[src/rtl/riscv_pkg.sv]
// Shared store-path definitions: funct3 store codes, byte-mask constants,
// the store_align_unit state encoding and the write-beat payload type.
// No ports (package).
package riscv_pkg;

    localparam int unsigned DATA_W = 32;
    localparam int unsigned STRB_W = DATA_W / 8;

    // funct3 encodings of the store instructions
    localparam logic [2:0] STORE_SB = 3'b000;
    localparam logic [2:0] STORE_SH = 3'b001;
    localparam logic [2:0] STORE_SW = 3'b010;

    // Byte-enable masks before lane shifting
    localparam logic [STRB_W-1:0] MASK_SB = 4'b0001;
    localparam logic [STRB_W-1:0] MASK_SH = 4'b0011;
    localparam logic [STRB_W-1:0] MASK_SW = 4'b1111;

    typedef enum logic [1:0] {
        ST_IDLE  = 2'd0,
        ST_BEAT0 = 2'd1,
        ST_BEAT1 = 2'd2
    } store_state_e;

    // Data/strobe half of a write beat (address is tracked separately)
    typedef struct packed {
        logic [DATA_W-1:0] data;
        logic [STRB_W-1:0] strb;
    } wbeat_t;

endpackage

[src/rtl/store_align_unit_if.sv]
// Store request / memory write bundle for store_align_unit.
// Request side: req_valid, req_ready, req_funct3, req_addr, req_data.
// Memory side:  mem_wvalid, mem_wready, mem_waddr, mem_wdata, mem_wstrb.
// Status:       busy (pipeline stall), store_fault (one-cycle pulse).
// Modports: slave = the alignment unit, master = pipeline + memory around it.
interface store_align_unit_if
    import riscv_pkg::*;
#(
    parameter int unsigned ADDR_W = 32
);
    logic              req_valid;
    logic              req_ready;
    logic [2:0]        req_funct3;
    logic [ADDR_W-1:0] req_addr;
    logic [DATA_W-1:0] req_data;
    logic              mem_wvalid;
    logic              mem_wready;
    logic [ADDR_W-1:0] mem_waddr;
    logic [DATA_W-1:0] mem_wdata;
    logic [STRB_W-1:0] mem_wstrb;
    logic              busy;
    logic              store_fault;

    modport slave (
        input  req_valid, req_funct3, req_addr, req_data, mem_wready,
        output req_ready, mem_wvalid, mem_waddr, mem_wdata, mem_wstrb,
               busy, store_fault
    );

    modport master (
        output req_valid, req_funct3, req_addr, req_data, mem_wready,
        input  req_ready, mem_wvalid, mem_waddr, mem_wdata, mem_wstrb,
               busy, store_fault
    );
endinterface

[src/rtl/store_lane_shift.sv]
// Combinational lane shifter for stores: turns funct3 + byte offset + rs2
// into a two-word data/strobe image, flags a second-word beat and flags
// requests that cannot be issued.
// Build option: MISALIGNED_SPLIT_EN -- when undefined, misaligned SH/SW
// are reported as illegal instead of being split.
// Ports: funct3, offset (addr[1:0]), data in; wide_data, wide_strb,
//        needs_split, illegal out.
module store_lane_shift
    import riscv_pkg::*;
(
    input  logic [2:0]          funct3,
    input  logic [1:0]          offset,
    input  logic [DATA_W-1:0]   data,
    output logic [2*DATA_W-1:0] wide_data,
    output logic [2*STRB_W-1:0] wide_strb,
    output logic                needs_split,
    output logic                illegal
);
    localparam int unsigned WIDE_DW = 2 * DATA_W;
    localparam int unsigned WIDE_SW = 2 * STRB_W;

    logic [STRB_W-1:0] mask;

    // Base mask per store size, plus legality of the request
    always_comb begin
        mask    = '0;
        illegal = 1'b0;
        case (funct3)
            STORE_SB: mask = MASK_SB;
            STORE_SH: begin
                mask = MASK_SH;
`ifndef MISALIGNED_SPLIT_EN
                illegal = offset[0];
`endif
            end
            STORE_SW: begin
                mask = MASK_SW;
`ifndef MISALIGNED_SPLIT_EN
                illegal = |offset;
`endif
            end
            default: illegal = 1'b1;
        endcase
    end

    assign wide_data   = WIDE_DW'(data) << {offset, 3'b000};
    assign wide_strb   = WIDE_SW'(mask) << offset;
    assign needs_split = |wide_strb[WIDE_SW-1:STRB_W];

endmodule

[src/rtl/store_align_unit.sv]
// Store alignment unit: accepts SB/SH/SW requests and issues word-aligned
// write beats with byte strobes; drives a stall (busy) and a fault pulse.
// Build option: MISALIGNED_SPLIT_EN -- word-crossing stores are split into
// two beats; when undefined such stores fault and BEAT1 is not built.
// Ports: clk, rst (async, active-high), bus (store_align_unit_if.slave).
module store_align_unit
    import riscv_pkg::*;
#(
    parameter int unsigned ADDR_W = 32
) (
    input logic              clk,
    input logic              rst,
    store_align_unit_if.slave bus
);
    logic [2*DATA_W-1:0] wide_data;
    logic [2*STRB_W-1:0] wide_strb;
    logic                needs_split;
    logic                illegal;

    store_state_e        state;
    logic                last_beat;
    logic                accept;

    logic                wvalid_q;
    logic [ADDR_W-1:0]   waddr_q;
    logic [DATA_W-1:0]   wdata_q;
    logic [STRB_W-1:0]   wstrb_q;
    logic                fault_q;
    logic                busy_q;

    store_lane_shift u_lane_shift (
        .funct3      (bus.req_funct3),
        .offset      (bus.req_addr[1:0]),
        .data        (bus.req_data),
        .wide_data   (wide_data),
        .wide_strb   (wide_strb),
        .needs_split (needs_split),
        .illegal     (illegal)
    );

`ifdef MISALIGNED_SPLIT_EN
    logic   split_q;
    wbeat_t hi_beat;

    assign last_beat = (state == ST_BEAT0 && !split_q) || (state == ST_BEAT1);
`else
    // Upper word is never issued in this build
    logic unused_hi;
    assign unused_hi = ^{wide_data[2*DATA_W-1:DATA_W], wide_strb[2*STRB_W-1:STRB_W], needs_split};

    assign last_beat = (state == ST_BEAT0);
`endif

    // A new request can overlap the cycle in which the last beat retires
    assign bus.req_ready = (state == ST_IDLE) || (last_beat && bus.mem_wready);
    assign accept        = bus.req_valid && bus.req_ready;

    // State machine and registered memory-side outputs
    always_ff @(posedge clk or posedge rst) begin
        if (rst) begin
            state    <= ST_IDLE;
            wvalid_q <= 1'b0;
            waddr_q  <= '0;
            wdata_q  <= '0;
            wstrb_q  <= '0;
            fault_q  <= 1'b0;
            busy_q   <= 1'b0;
`ifdef MISALIGNED_SPLIT_EN
            split_q  <= 1'b0;
            hi_beat  <= '0;
`endif
        end else begin
            fault_q <= 1'b0;
            if (accept) begin
                if (illegal) begin
                    fault_q  <= 1'b1;
                    state    <= ST_IDLE;
                    wvalid_q <= 1'b0;
                    busy_q   <= 1'b0;
                end else begin
                    state    <= ST_BEAT0;
                    wvalid_q <= 1'b1;
                    busy_q   <= 1'b1;
                    waddr_q  <= {bus.req_addr[ADDR_W-1:2], 2'b00};
                    wdata_q  <= wide_data[DATA_W-1:0];
                    wstrb_q  <= wide_strb[STRB_W-1:0];
`ifdef MISALIGNED_SPLIT_EN
                    split_q      <= needs_split;
                    hi_beat.data <= wide_data[2*DATA_W-1:DATA_W];
                    hi_beat.strb <= wide_strb[2*STRB_W-1:STRB_W];
`endif
                end
            end else if (state == ST_BEAT0 && bus.mem_wready) begin
`ifdef MISALIGNED_SPLIT_EN
                if (split_q) begin
                    // Second word wraps modulo the address space
                    state   <= ST_BEAT1;
                    split_q <= 1'b0;
                    waddr_q <= waddr_q + ADDR_W'(4);
                    wdata_q <= hi_beat.data;
                    wstrb_q <= hi_beat.strb;
                end else begin
                    state    <= ST_IDLE;
                    wvalid_q <= 1'b0;
                    busy_q   <= 1'b0;
                end
`else
                state    <= ST_IDLE;
                wvalid_q <= 1'b0;
                busy_q   <= 1'b0;
`endif
            end
`ifdef MISALIGNED_SPLIT_EN
            else if (state == ST_BEAT1 && bus.mem_wready) begin
                state    <= ST_IDLE;
                wvalid_q <= 1'b0;
                busy_q   <= 1'b0;
            end
`endif
        end
    end

    assign bus.mem_wvalid  = wvalid_q;
    assign bus.mem_waddr   = waddr_q;
    assign bus.mem_wdata   = wdata_q;
    assign bus.mem_wstrb   = wstrb_q;
    assign bus.store_fault = fault_q;
    assign bus.busy        = busy_q;

endmodule

[src/flat_wrapper.sv]
// flat-port wrapper written by rule: the top's interface ports become plain ports
module store_align_unit_flat import riscv_pkg::*;
#(
    parameter int unsigned ADDR_W = 32
)
  (clk, rst, bus_req_valid, bus_req_funct3, bus_req_addr, bus_req_data, bus_mem_wready, bus_req_ready, bus_mem_wvalid, bus_mem_waddr, bus_mem_wdata, bus_mem_wstrb, bus_busy, bus_store_fault);
  store_align_unit_if #(.ADDR_W(ADDR_W)) bus_i ();
  input logic clk;
  input logic rst;
  input wire logic [$bits(bus_i.req_valid)-1:0] bus_req_valid;
  input wire logic [$bits(bus_i.req_funct3)-1:0] bus_req_funct3;
  input wire logic [$bits(bus_i.req_addr)-1:0] bus_req_addr;
  input wire logic [$bits(bus_i.req_data)-1:0] bus_req_data;
  input wire logic [$bits(bus_i.mem_wready)-1:0] bus_mem_wready;
  output wire logic [$bits(bus_i.req_ready)-1:0] bus_req_ready;
  output wire logic [$bits(bus_i.mem_wvalid)-1:0] bus_mem_wvalid;
  output wire logic [$bits(bus_i.mem_waddr)-1:0] bus_mem_waddr;
  output wire logic [$bits(bus_i.mem_wdata)-1:0] bus_mem_wdata;
  output wire logic [$bits(bus_i.mem_wstrb)-1:0] bus_mem_wstrb;
  output wire logic [$bits(bus_i.busy)-1:0] bus_busy;
  output wire logic [$bits(bus_i.store_fault)-1:0] bus_store_fault;
  assign bus_i.req_valid = bus_req_valid;
  assign bus_i.req_funct3 = bus_req_funct3;
  assign bus_i.req_addr = bus_req_addr;
  assign bus_i.req_data = bus_req_data;
  assign bus_i.mem_wready = bus_mem_wready;
  assign bus_req_ready = bus_i.req_ready;
  assign bus_mem_wvalid = bus_i.mem_wvalid;
  assign bus_mem_waddr = bus_i.mem_waddr;
  assign bus_mem_wdata = bus_i.mem_wdata;
  assign bus_mem_wstrb = bus_i.mem_wstrb;
  assign bus_busy = bus_i.busy;
  assign bus_store_fault = bus_i.store_fault;
  store_align_unit #(.ADDR_W(ADDR_W)) u_core (.clk(clk), .rst(rst), .bus(bus_i));
endmodule
[config.mk]
export PLATFORM = sky130hd
export DESIGN_NAME = store_align_unit_flat
export DESIGN_NICKNAME = d
export VERILOG_FILES = /design/src/rtl/riscv_pkg.sv /design/src/rtl/store_align_unit_if.sv /design/src/rtl/store_lane_shift.sv /design/src/rtl/store_align_unit.sv /design/src/flat_wrapper.sv
export SDC_FILE = /design/constraint.sdc
export NUM_CORES = 1
export LEC_CHECK = 0
export BUFFER_PORTS_ARGS = -buffer_cell sky130_fd_sc_hd__clkbuf_2
export CORE_MARGIN = 8
export CORE_UTILIZATION = 50
export DETAILED_ROUTE_END_ITERATION = 10
export GPL_TIMING_DRIVEN = 1
export PLACE_DENSITY = 0.95
export SLEW_MARGIN = 25
export SYNTH_ARGS = -nofsm -noshare
export SYNTH_HDL_FRONTEND = slang
export SYNTH_SLANG_ARGS = --single-unit
[constraint.sdc]
create_clock -name clk -period 3.8 [get_ports clk]
set_input_delay 0.57 -clock clk [delete_from_list [all_inputs] [get_ports clk]]
set_output_delay 0.57 -clock clk [all_outputs]
set_load 0.02 [all_outputs]
Word-level counts from Yosys, hierarchy flattened
Index checks and enable logic that the tools add are counted.

Bits in registers: 70. Input bits: 71.

Reduce and logical (&&, ||, !) cells: 8. Bitwise operators: 1. Mux-type cells: 10. Shift operators: 2. Equal/unequal tests: 3.

Operators by type and width (number): $shl A32 B5 Y32 (1); $pmux W4 S3 (1); $mux W1 (6); $mux W2 (2); $shl A4 B2 Y4 (1); $eq A3 B1 Y1 const B (1); $eq A3 B2 Y1 const B (1); $logic_not A3 Y1 (1); $pmux W1 S3 (1); $eq A2 B1 Y1 const B (1); $logic_and A1 B1 Y1 (2); $logic_not A2 Y1 (1); $reduce_and A2 Y1 (1); $reduce_bool A2 Y1 (1); $reduce_or A2 Y1 (1); $logic_or A1 B1 Y1 (1); $not A1 Y1 (1).

Logic depth before layout (Yosys ltp)
Gate-level depths: netlist (run 1).

Depth in word-level cells: 5. Gate-level depth with buffers: 6.

Modules after synthesis
Synthesis (run 1) repeated with hierarchy kept, for this count alone.

Cell total of the unflattened synthesis: 304. Area total of the unflattened synthesis: 3751.1 sq um.

By module, submodules not included: store_align_unit (cells an instance 151, sequential area each 1701.6 sq um, area each 2747.6 sq um, instances 1); store_lane_shift (cells an instance 153, sequential area each 0.0 sq um, area each 1003.5 sq um, instances 1).

Worst setup path before layout (run 1)
OpenSTA, ideal clock, no wires.

Path kind: input -> register. From: input bus_req_addr[0]. To: register u_core.waddr_q[14] (netlist: u_core.bus.mem_waddr[14]). Setup slack: 1.584 ns. Data arrival time: 2.089 ns. Stages on the path: 6. Path buffers: 3. Required time: 3.672 ns. Cells stage by stage: clkbuf_1 -> or3_4 -> a2111oi_4 -> buf_6 -> buf_6 -> mux2_1.

Word-level cells in the longest chain between the ends: 4.

RTL lines: start: declaration (RTL line flat_wrapper.sv:12) `input wire logic [$bits(bus_i.req_addr)-1:0] bus_req_addr;`; $reduce_or A2 Y1 (RTL line store_lane_shift.sv:39) `illegal = |offset;`; $pmux W1 S3 (*) (RTL line store_lane_shift.sv:28) `case (funct3)`; $not A1 Y1 (no source line) (*); $reduce_and A2 Y1 (no source line) (*); end signal: assignment (RTL line store_align_unit.sv:84) `waddr_q <= {bus.req_addr[ADDR_W-1:2], 2'b00};`; end: declaration (RTL line store_align_unit.sv:25) `logic [ADDR_W-1:0] waddr_q;`.

Mark *: on every way between the ends. The rest lies on a longest branch, timed or not. A chain may end at the register's enable or synchronous reset.

Final worst setup path (run 1)
From: input bus_req_addr[0]. To: register u_core.wdata_q[24] (netlist: u_core.bus.mem_wdata[24]).

Word-level cells in the longest chain between the ends: 4. Elaborated cells on any way between the ends: 5. Those cells by class: shift: 1; mux: 1; bitwise: 1; reduce/logical: 2.

RTL lines: branches (longest 4 deep; another with $shl A32 B5 Y32); end signal: assignment (RTL line store_align_unit.sv:85) `wdata_q <= wide_data[DATA_W-1:0];`; end: declaration (RTL line store_align_unit.sv:26) `logic [DATA_W-1:0] wdata_q;`.

Several ways; the timed one is not identified.

==> results of run 1 <==
==> state kept, by name (all words and copies together) (netlist names) <==
| signal | flops |
|---|---|
| u_core.bus.mem_waddr | 30 |
| u_core.state | 1 |
| u_core.bus.mem_wstrb | 4 |
| u_core.bus.mem_wdata | 32 |
| u_core.bus.store_fault | 1 |
==> critical path: stages <==
cell,delay [ns]
clkbuf_2,0.20
or3_4,0.39
a2111oi_4,0.37
buf_4,0.53
mux2_2,0.40
==> Yosys cell counts <==
cell / number
buf_4: 3
or3_4: 1
mux2i_1: 40
nor2b_1: 2
inv_1: 12
buf_2: 2
o21ai_0: 1
a21oi_1: 2
o2bb2ai_1: 8
mux2_2: 26
a2111oi_4: 1
mux2_1: 32
a21o_1: 3
nor2_1: 9
clkbuf_1: 4
nand2_1: 8
buf_6: 5
buf_1: 4
nor3_1: 4
dfrtp_1: 68
a211oi_1: 2
conb_1: 1
==> final timing paths <==
check                                        start                       end  cells after the start
setup / recovery                   bus_req_addr[0]  u_core.bus.mem_wdata[24]                      5
hold / removal                    bus_req_addr[29]  u_core.bus.mem_waddr[29]                      2
setup reg to reg                   u_core.state[0]  u_core.bus.mem_wdata[24]                      4
hold reg to reg            u_core.bus.mem_wdata[9]   u_core.bus.mem_wdata[9]                      1
max in group asynchronous                      rst   u_core.bus.mem_wdata[7]                      3
min in group asynchronous                      rst   u_core.bus.mem_waddr[7]                      3
==> metal layers <==
metal  wire length, µm  share of wire, %
met5                 0                 0
met4               151               1.9
met3               721               9.0
met2              4140                52
met1              2990                37
==> report_power, final <==
group	switching (mW)	internal (mW)
logic	0.414	0.266
registers	0.0874	0.887
clock network	0.252	0.435
total	0.753	1.59
==> cell families (layout without fill, tap and decap cells) <==
logic type | Yosys count | count (layout) | synth area share (%)
DFF | 68 | 68 | 53.5
buffers and inverters | 30 | 173 | 5.15
AOI/OAI and AO/OA | 17 | 17 | 4.72
muxes | 98 | 98 | 33.1
and+or+nand+nor | 24 | 24 | 3.38
other | 1 | 2 | 0.118
==> layout make-up <==
class	instances	area (µm²)	share of cell area [%]
Tap cell	77	96.3	2.33
Multi-Input combinational cell	141	1320	31.9
Clock buffer	11	131	3.18
Timing Repair Buffer	145	738	17.9
Clock inverter	5	100	2.42
Inverter	12	45.0	1.09
Sequential cell	68	1700	41.2
==> cells in the final DEF, fill, tap and decap left out, types with 8 or more instances in the layout <==
master     instances
nor2_1             9
o2bb2ai_1          8
mux2_2            26
clkbuf_8           9
mux2i_1           40
nand2_1            8
inv_1             11
clkbuf_2         140
mux2_1            32
dfrtp_1           68
==> results.sh, run 1 <==
export IMPL_outcome="completed"
export IMPL_finalClockSkew_ns=0.00541
export IMPL_antenna_found_initial=0
export IMPL_drc=0
export IMPL_gp_congestion=0.848
export IMPL_yosysWarnings=0
export IMPL_crit_required_ns=4.01
export IMPL_cts_sink_count=68
export IMPL_cts_hold_buf=0
export IMPL_hpwl_mm=6.25
export IMPL_drv_slew=0
export IMPL_crit_arrival_ns=2.49
export IMPL_io_pins=143
export IMPL_setup_viol=0
export IMPL_fmax_mhz=438
export IMPL_avgSynthCellArea_um2=13.4
export IMPL_clockBufferDepth=2
export IMPL_powerDensity_nw_per_um2=567
export IMPL_cts_buffers_inserted=9
export IMPL_gr_total_overflow=0
export IMPL_syn_inst=238
export IMPL_synth_cell_area_um2=3180
export IMPL_hold_violations=0
export IMPL_cts_resized=0
export IMPL_drt_initial_drc_count=69
export IMPL_fp_dieW_um=95.8
export IMPL_cp_end_kind="flip-flop"
export IMPL_num_rows=29
export IMPL_startpoint_type="input pin"
export IMPL_clock_root_buffer="clkbuf_8"
export IMPL_nets=448
export IMPL_grtUsageMet2_pct=31.1
export IMPL_setup_tns_ns=0
export IMPL_grt_use_met3_pct=5.85
export IMPL_hold_path_class="input pin to flip-flop"
export IMPL_holdWs_ns=0.456
export IMPL_yosysUniqueCellTypes=22
export IMPL_wl_per_cell_um=17.4
export IMPL_rsz0062_at_grt="no"
export IMPL_seq_area_frac_synth_pct=53.5
export IMPL_grt_max_degree=69
export IMPL_drv_cap=0
export IMPL_top_usage_layer="met2"
export IMPL_synth_area_leaders="dfrtp_1 (54%), mux2i_1 (13%), mux2_1 (11%)"
export IMPL_crit_type="input pin to flip-flop"
export IMPL_crit_fanout=45
export IMPL_clk_latency_ns=0.32
export IMPL_clk_pin_slew_worst_paths_ns=0.07
export IMPL_antenna_cells=0
export IMPL_h_tree_depth=3
export IMPL_dp_cells=443
export IMPL_worst_slew_pin_slew_ns=0.848
export IMPL_grt_pass1_wl_mm=12.5
export IMPL_regToRegSetupSlack_ns=1.80
export IMPL_die_h_um=95.8
export IMPL_dpl_worst_slack_ns=1.15
export IMPL_slew_headroom_pct=43.5
export IMPL_fin_crit_ns=2.28
export IMPL_synth_top_area_share_pct=53.5
export IMPL_via_per_inst=5.15
export IMPL_p_leak_nw=2.15
export IMPL_port_buffers=140
export IMPL_finalCritPeriodShare_pct=60.0
export IMPL_cts_tree="done"
export IMPL_final_area_um2=4130
export IMPL_worst_slack_ns=1.52
export IMPL_core_area_um2=6240
export IMPL_syn_to_final_growth_pct=29.9
export IMPL_wl_mm=8.00
export IMPL_post_cts_buffers=0
export IMPL_synth_seq_cells=68
export IMPL_final_core_util_pct=66.2
export IMPL_placed_area_um2=3900
export IMPL_drive_above_1_share_pct=49.2
export IMPL_yosysTopAreaCell="dfrtp_1"
export IMPL_grtUsageMet1_pct=18.7
export IMPL_ant_nets=0
export IMPL_track_usage_pct=17.5
export IMPL_drtPass1Iterations=4
export IMPL_power_total_mw=2.34
export IMPL_die_area_um2=9170
export IMPL_num_fill_cells=486
export IMPL_stdcell_count=459
export IMPL_start_util_pct=51.0
export IMPL_ir_drop_v=0.000391
export IMPL_first_global_vias=2650
export IMPL_num_vias=2362
(Power assumes the default switching activity.)
==> inputs of run 2 (changes only) <==
- CORE_UTILIZATION: 50 -> 42
- PLACE_DENSITY: 0.95 -> 0.87
- clock period: 3.8 -> 2 ns (I/O delays scaled with it)
==> run 2 against run 1 <==
First-iteration DRC count fell by 10%. Clock skew rose by 0.00085 ns. Die area up 16%. Register-to-register slack got worse by 1.7 ns. Clock power increased by 75%. Routed wire length increased by 2.9%. Design area is 2.5% higher. Hold slack worse by 0.28 ns. Flip-flop and latch count did not move. Critical endpoint is now u_core.bus.mem_wdata[4].
==> results.sh, run 2 (synthesis gave the netlist of run 1 again) <==
export IMPL_outcome="completed"
export IMPL_drv_slew=0
export IMPL_p_leak_nw=2.18
export IMPL_cts_tree="done"
export IMPL_slew_headroom_pct=49.2
export IMPL_wl_mm=8.23
export IMPL_gp_congestion=0.784
export IMPL_p_sw_mw=1.45
export IMPL_start_util_pct=43.6
export IMPL_internal_power_mw=2.90
export IMPL_via_per_inst=4.85
export IMPL_pwr_share_clk_pct=27.5
export IMPL_ir_drop_v=0.000550
export IMPL_powerDensity_nw_per_um2=1030
export IMPL_finalClockSkew_ns=0.00626
export IMPL_hold_violations=0
export IMPL_first_global_vias=2691
export IMPL_num_rows=31
export IMPL_clock_root_buffer="clkbuf_8"
export IMPL_final_core_util_pct=58.1
export IMPL_finalCritPeriodShare_pct=94.1
export IMPL_seqPwrFrac_pct=42.5
export IMPL_clk_latency_ns=0.33
export IMPL_final_area_um2=4240
export IMPL_fp_dieW_um=103
export IMPL_grt_pass1_wl_mm=13.3
export IMPL_num_vias=2368
export IMPL_drtPass1Iterations=4
export IMPL_track_usage_pct=16.3
export IMPL_setup_viol=0
export IMPL_drc=0
export IMPL_whs_path_depth=2
export IMPL_rsz0062_at_grt="no"
export IMPL_crit_fanout=22
export IMPL_cts_buffers_inserted=9
export IMPL_die_h_um=103
export IMPL_ant_nets=0
export IMPL_power_total_mw=4.35
export IMPL_port_buffers=140
export IMPL_startpoint_type="flip-flop"
export IMPL_drt_initial_drc_count=62
export IMPL_wl_per_cell_um=16.9
export IMPL_grt_max_degree=47
export IMPL_p_sw_share_pct=33.4
export IMPL_final_common_cell="clkbuf_2"
export IMPL_fin_crit_ns=1.88
export IMPL_die_area_um2=10600
export IMPL_gr_total_overflow=0
export IMPL_syn_to_final_growth_pct=33.2
export IMPL_crit_arrival_ns=2.13
export IMPL_hpwl_mm=6.38
export IMPL_placed_area_um2=4020
export IMPL_worst_slew_pin_slew_ns=0.760
export IMPL_crit_required_ns=2.25
export IMPL_drive_above_1_share_pct=50.1
export IMPL_largest_reg_flops=32
export IMPL_cts_sink_count=68
export IMPL_hold_path_class="input pin to flip-flop"
export IMPL_antenna_found_initial=0
export IMPL_combPwrFrac_pct=30.0
export IMPL_h_tree_depth=3
export IMPL_dpl_worst_slack_ns=-0.113
export IMPL_crit_type="flip-flop to flip-flop"
export IMPL_clockBufferDepth=2
export IMPL_rr_worst_depth=5
export IMPL_antenna_cells=0
export IMPL_worst_slack_ns=0.118
export IMPL_clk_pin_slew_worst_paths_ns=0.07
export IMPL_core_area_um2=7290
export IMPL_nets=456
export IMPL_fmax_mhz=531
export IMPL_layout_common_cells="clkbuf_2 (140), dfrtp_1 (68), mux2i_1 (40), mux2_1 (32), mux2_2 (26)"
export IMPL_drv_cap=0
export IMPL_io_pins=143
export IMPL_cp_end_kind="flip-flop"
## run 2: cell types whose count changed in the layout (fill, tap and decap cells not counted), sizes merged
cell,before,now
buf,5,12
bufinv,3,2
clkbuf,151,150
clkinvlp,0,2
dlygate4sd3,0,1
inv,12,11
## run 2: final timing paths
path	to	from	slack, ns
worst max register to register	u_core.bus.mem_wdata[4]	u_core.state[0]	0.12
worst min register to register	u_core.bus.mem_wdata[13]	u_core.bus.mem_wdata[13]	0.49
worst max-delay path	u_core.bus.mem_wdata[4]	u_core.state[0]	0.12
max in group asynchronous	u_core.bus.mem_wdata[6]	rst	0.84
worst min-delay path	u_core.bus.mem_waddr[30]	bus_req_addr[30]	0.18
min in group asynchronous	u_core.bus.mem_waddr[2]	rst	0.55
## run 2: critical path, cell delays in order, from the launching register on
cell and delay [ns]:
dfrtp_1 0.39, nor2b_1 0.19, a2111oi_4 0.38, buf_4 0.38, buf_4 0.23, mux2i_1 0.22
## run 2: layer usage
layer,up-vias,share of wire (%),global-route usage [%]
met4,0,0.97,5.34
met1,1136,39,18.8
met2,96,50,27.4
met5,-,0,0
met3,10,9.8,5.94
li1,1126,-,-
## run 2: power groups by stage
stage	Combinational (mW)	Clock [mW]	Sequential [mW]
after detailed placement	1.33	0	1.87
final	1.30	1.20	1.85
after global routing	1.41	1.29	1.89
after CTS	1.33	1.22	1.85
after floorplan	0.407	0	2.25
after global placement	1.30	0	1.85
## run 2: stage by stage
step | hold slack, ns | TNS [ns] | std cells
2_1_floorplan | 0.417 | 0 | 239
3_3_place_gp | 0.348 | -0.407 | 472
3_5_place_dp | 0.361 | -2.60 | 472
4_1_cts | 0.165 | 0 | 488
5_1_grt | 0.159 | 0 | 488
6_report | 0.175 | 0 | 488
## run 2: timing repair
action	in CTS	in global routing
hold buffers	1	0
resized for setup	0	0
endpoints found under the hold margin	15	0
buffers inserted	0	0
## run 2: area by class of cell
| cell class | count | area (µm²) |
|---|---|---|
| clock buffers | 10 | 128 |
| clock inverters | 5 | 77.6 |
| fillers | 659 | 3060 |
| inverters | 12 | 48.8 |
| multi-input cells | 141 | 1320 |
| flip-flops and latches | 68 | 1700 |
| well taps | 99 | 124 |
| repair buffers | 153 | 838 |
==> inputs of run 3 (changes only) <==
- CORE_UTILIZATION: 42 -> 50
- PLACE_DENSITY: 0.87 -> 0.95
- clock period: 2 -> 2.3 ns (I/O delays scaled with it)
==> run 3 against run 2 <==
Design area is 3.5% lower. Critical path depth shrank 1. Largest power group unchanged. Sequential power down 13%. Clock skew decreased by 0.00061 ns. Critical endpoint is now u_core.bus.mem_wdata[29]. Fmax increased by 1.8%. Clock power decreased by 35%. Routed wire length decreased by 2.4%. Register-to-register slack better by 0.33 ns.
==> results.sh, run 3 (synthesis gave the netlist of run 1 again) <==
export IMPL_crit_required_ns=2.50
export IMPL_post_cts_buffers=0
export IMPL_nets=448
export IMPL_outcome="completed"
export IMPL_final_core_util_pct=65.5
export IMPL_seqPwrFrac_pct=45.7
export IMPL_drt_initial_drc_count=46
export IMPL_cts_tree="done"
export IMPL_hold_violations=0
export IMPL_io_pins=143
export IMPL_core_area_um2=6240
export IMPL_largest_reg_flops=32
export IMPL_cp_end_kind="flip-flop"
export IMPL_worst_slew_pin_slew_ns=0.782
export IMPL_cts_hold_buf=0
export IMPL_track_usage_pct=17.6
export IMPL_via_per_inst=5.23
export IMPL_final_common_cell="clkbuf_2"
export IMPL_first_global_vias=2625
export IMPL_grt_max_degree=37
export IMPL_drive_above_1_share_pct=48.8
export IMPL_internal_power_mw=2.29
export IMPL_p_sw_mw=1.23
export IMPL_crit_arrival_ns=2.05
export IMPL_final_area_um2=4090
export IMPL_fin_crit_ns=1.85
export IMPL_ant_nets=0
export IMPL_drv_slew=0
export IMPL_num_rows=29
export IMPL_drv_cap=0
export IMPL_gr_total_overflow=0
export IMPL_cts_buffers_inserted=9
export IMPL_clock_root_buffer="clkbuf_8"
export IMPL_clk_pin_slew_worst_paths_ns=0.07
export IMPL_pwr_share_clk_pct=22.3
export IMPL_rsz0062_at_grt="no"
export IMPL_die_h_um=95.8
export IMPL_hpwl_mm=6.26
export IMPL_hold_path_class="input pin to asynchronous set/reset pin"
export IMPL_setup_viol=0
export IMPL_crit_type="flip-flop to flip-flop"
export IMPL_combPwrFrac_pct=32.0
export IMPL_layout_common_cells="clkbuf_2 (140), dfrtp_1 (68), mux2i_1 (40), mux2_1 (32), mux2_2 (26)"
export IMPL_power_total_mw=3.52
export IMPL_num_fill_cells=505
export IMPL_wl_per_cell_um=17.5
export IMPL_gp_congestion=0.816
export IMPL_grt_pass1_wl_mm=12.7
export IMPL_placed_area_um2=3940
export IMPL_p_leak_nw=2.12
export IMPL_start_util_pct=51.0
export IMPL_fp_dieW_um=95.8
export IMPL_p_sw_share_pct=34.9
export IMPL_slew_headroom_pct=47.7
export IMPL_antenna_found_initial=0
export IMPL_h_tree_depth=3
export IMPL_ir_drop_v=0.000479
export IMPL_syn_to_final_growth_pct=28.5
export IMPL_antenna_cells=0
export IMPL_cts_sink_count=68
export IMPL_finalCritPeriodShare_pct=80.3
export IMPL_cts_resized=0
export IMPL_startpoint_type="flip-flop"
export IMPL_clk_latency_ns=0.32
export IMPL_finalClockSkew_ns=0.00565
export IMPL_clockBufferDepth=2
export IMPL_crit_fanout=34
export IMPL_setup_tns_ns=0
export IMPL_die_area_um2=9170
export IMPL_drtPass1Iterations=4
export IMPL_drc=0
export IMPL_fmax_mhz=541
export IMPL_wl_mm=8.04
export IMPL_port_buffers=140
export IMPL_powerDensity_nw_per_um2=862
export IMPL_num_vias=2394
run 3: cell types whose count changed in the layout (fill, tap and decap cells not counted):
cell	previous run	this run
inv_2	0	1
clkinv_2	2	3
clkinvlp_4	2	0
dlygate4sd3_1	1	0
clkbuf_1	1	3
buf_4	9	2
bufinv_16	2	0
run 3: critical path: stages, from the launching register on:
cell and delay [ns]:
dfrtp_1 0.39, nor2b_1 0.20, a2111oi_4 0.49, buf_12 0.28, mux2_2 0.36
run 3: stage by stage:
| stage | instances | setup WS, ns | hold slack, ns |
|---|---|---|---|
| floorplan | 239 | 0.243 | 0.462 |
| detailed placement | 443 | 0.126 | 0.475 |
| CTS | 458 | 0.454 | 0.138 |
| global placement | 443 | 0.177 | 0.469 |
| global route | 458 | 0.377 | 0.177 |
| finish | 458 | 0.452 | 0.120 |
run 3: worst paths after layout:
kind / start / to / slack (ns) / cells after the start
setup / recovery: u_core.state[0] / u_core.bus.mem_wdata[29] / 0.45 / 4
hold reg to reg: u_core.bus.mem_waddr[20] / u_core.bus.mem_waddr[20] / 0.49 / 1
min in group clk: bus_req_addr[30] / u_core.bus.mem_waddr[30] / 0.24 / 2
hold / removal: rst / u_core.bus.mem_waddr[4] / 0.12 / 2
setup reg to reg: u_core.state[0] / u_core.bus.mem_wdata[29] / 0.45 / 4
max in group asynchronous: rst / u_core.bus.mem_waddr[16] / 1.54 / 3
run 3: power groups by stage:
stage | logic, mW | clock network (mW) | registers, mW
final | 1.13 | 0.785 | 1.61
after global routing | 1.21 | 0.866 | 1.65
after CTS | 1.15 | 0.812 | 1.61
after detailed placement | 1.15 | 0 | 1.64
after global placement | 1.11 | 0 | 1.61
after floorplan | 0.354 | 0 | 1.95
run 3: cell type report:
type,count,area (µm²),area share (%)
clock buffers,12,135,3.31
clock inverters,3,15.0,0.367
inverters,12,45.0,1.10
multi-input cells,141,1320,32.3
flip-flops and latches,68,1700,41.6
well taps,77,96.3,2.36
repair buffers,145,776,19.0
run 3: per-layer routing:
layer,global-route usage (%),vias up,part of all wire [%]
met5,0,-,0
met3,4.84,16,9.1
met4,6.15,0,1.6
li1,-,1103,-
met2,30.4,104,51
met1,20.7,1171,38
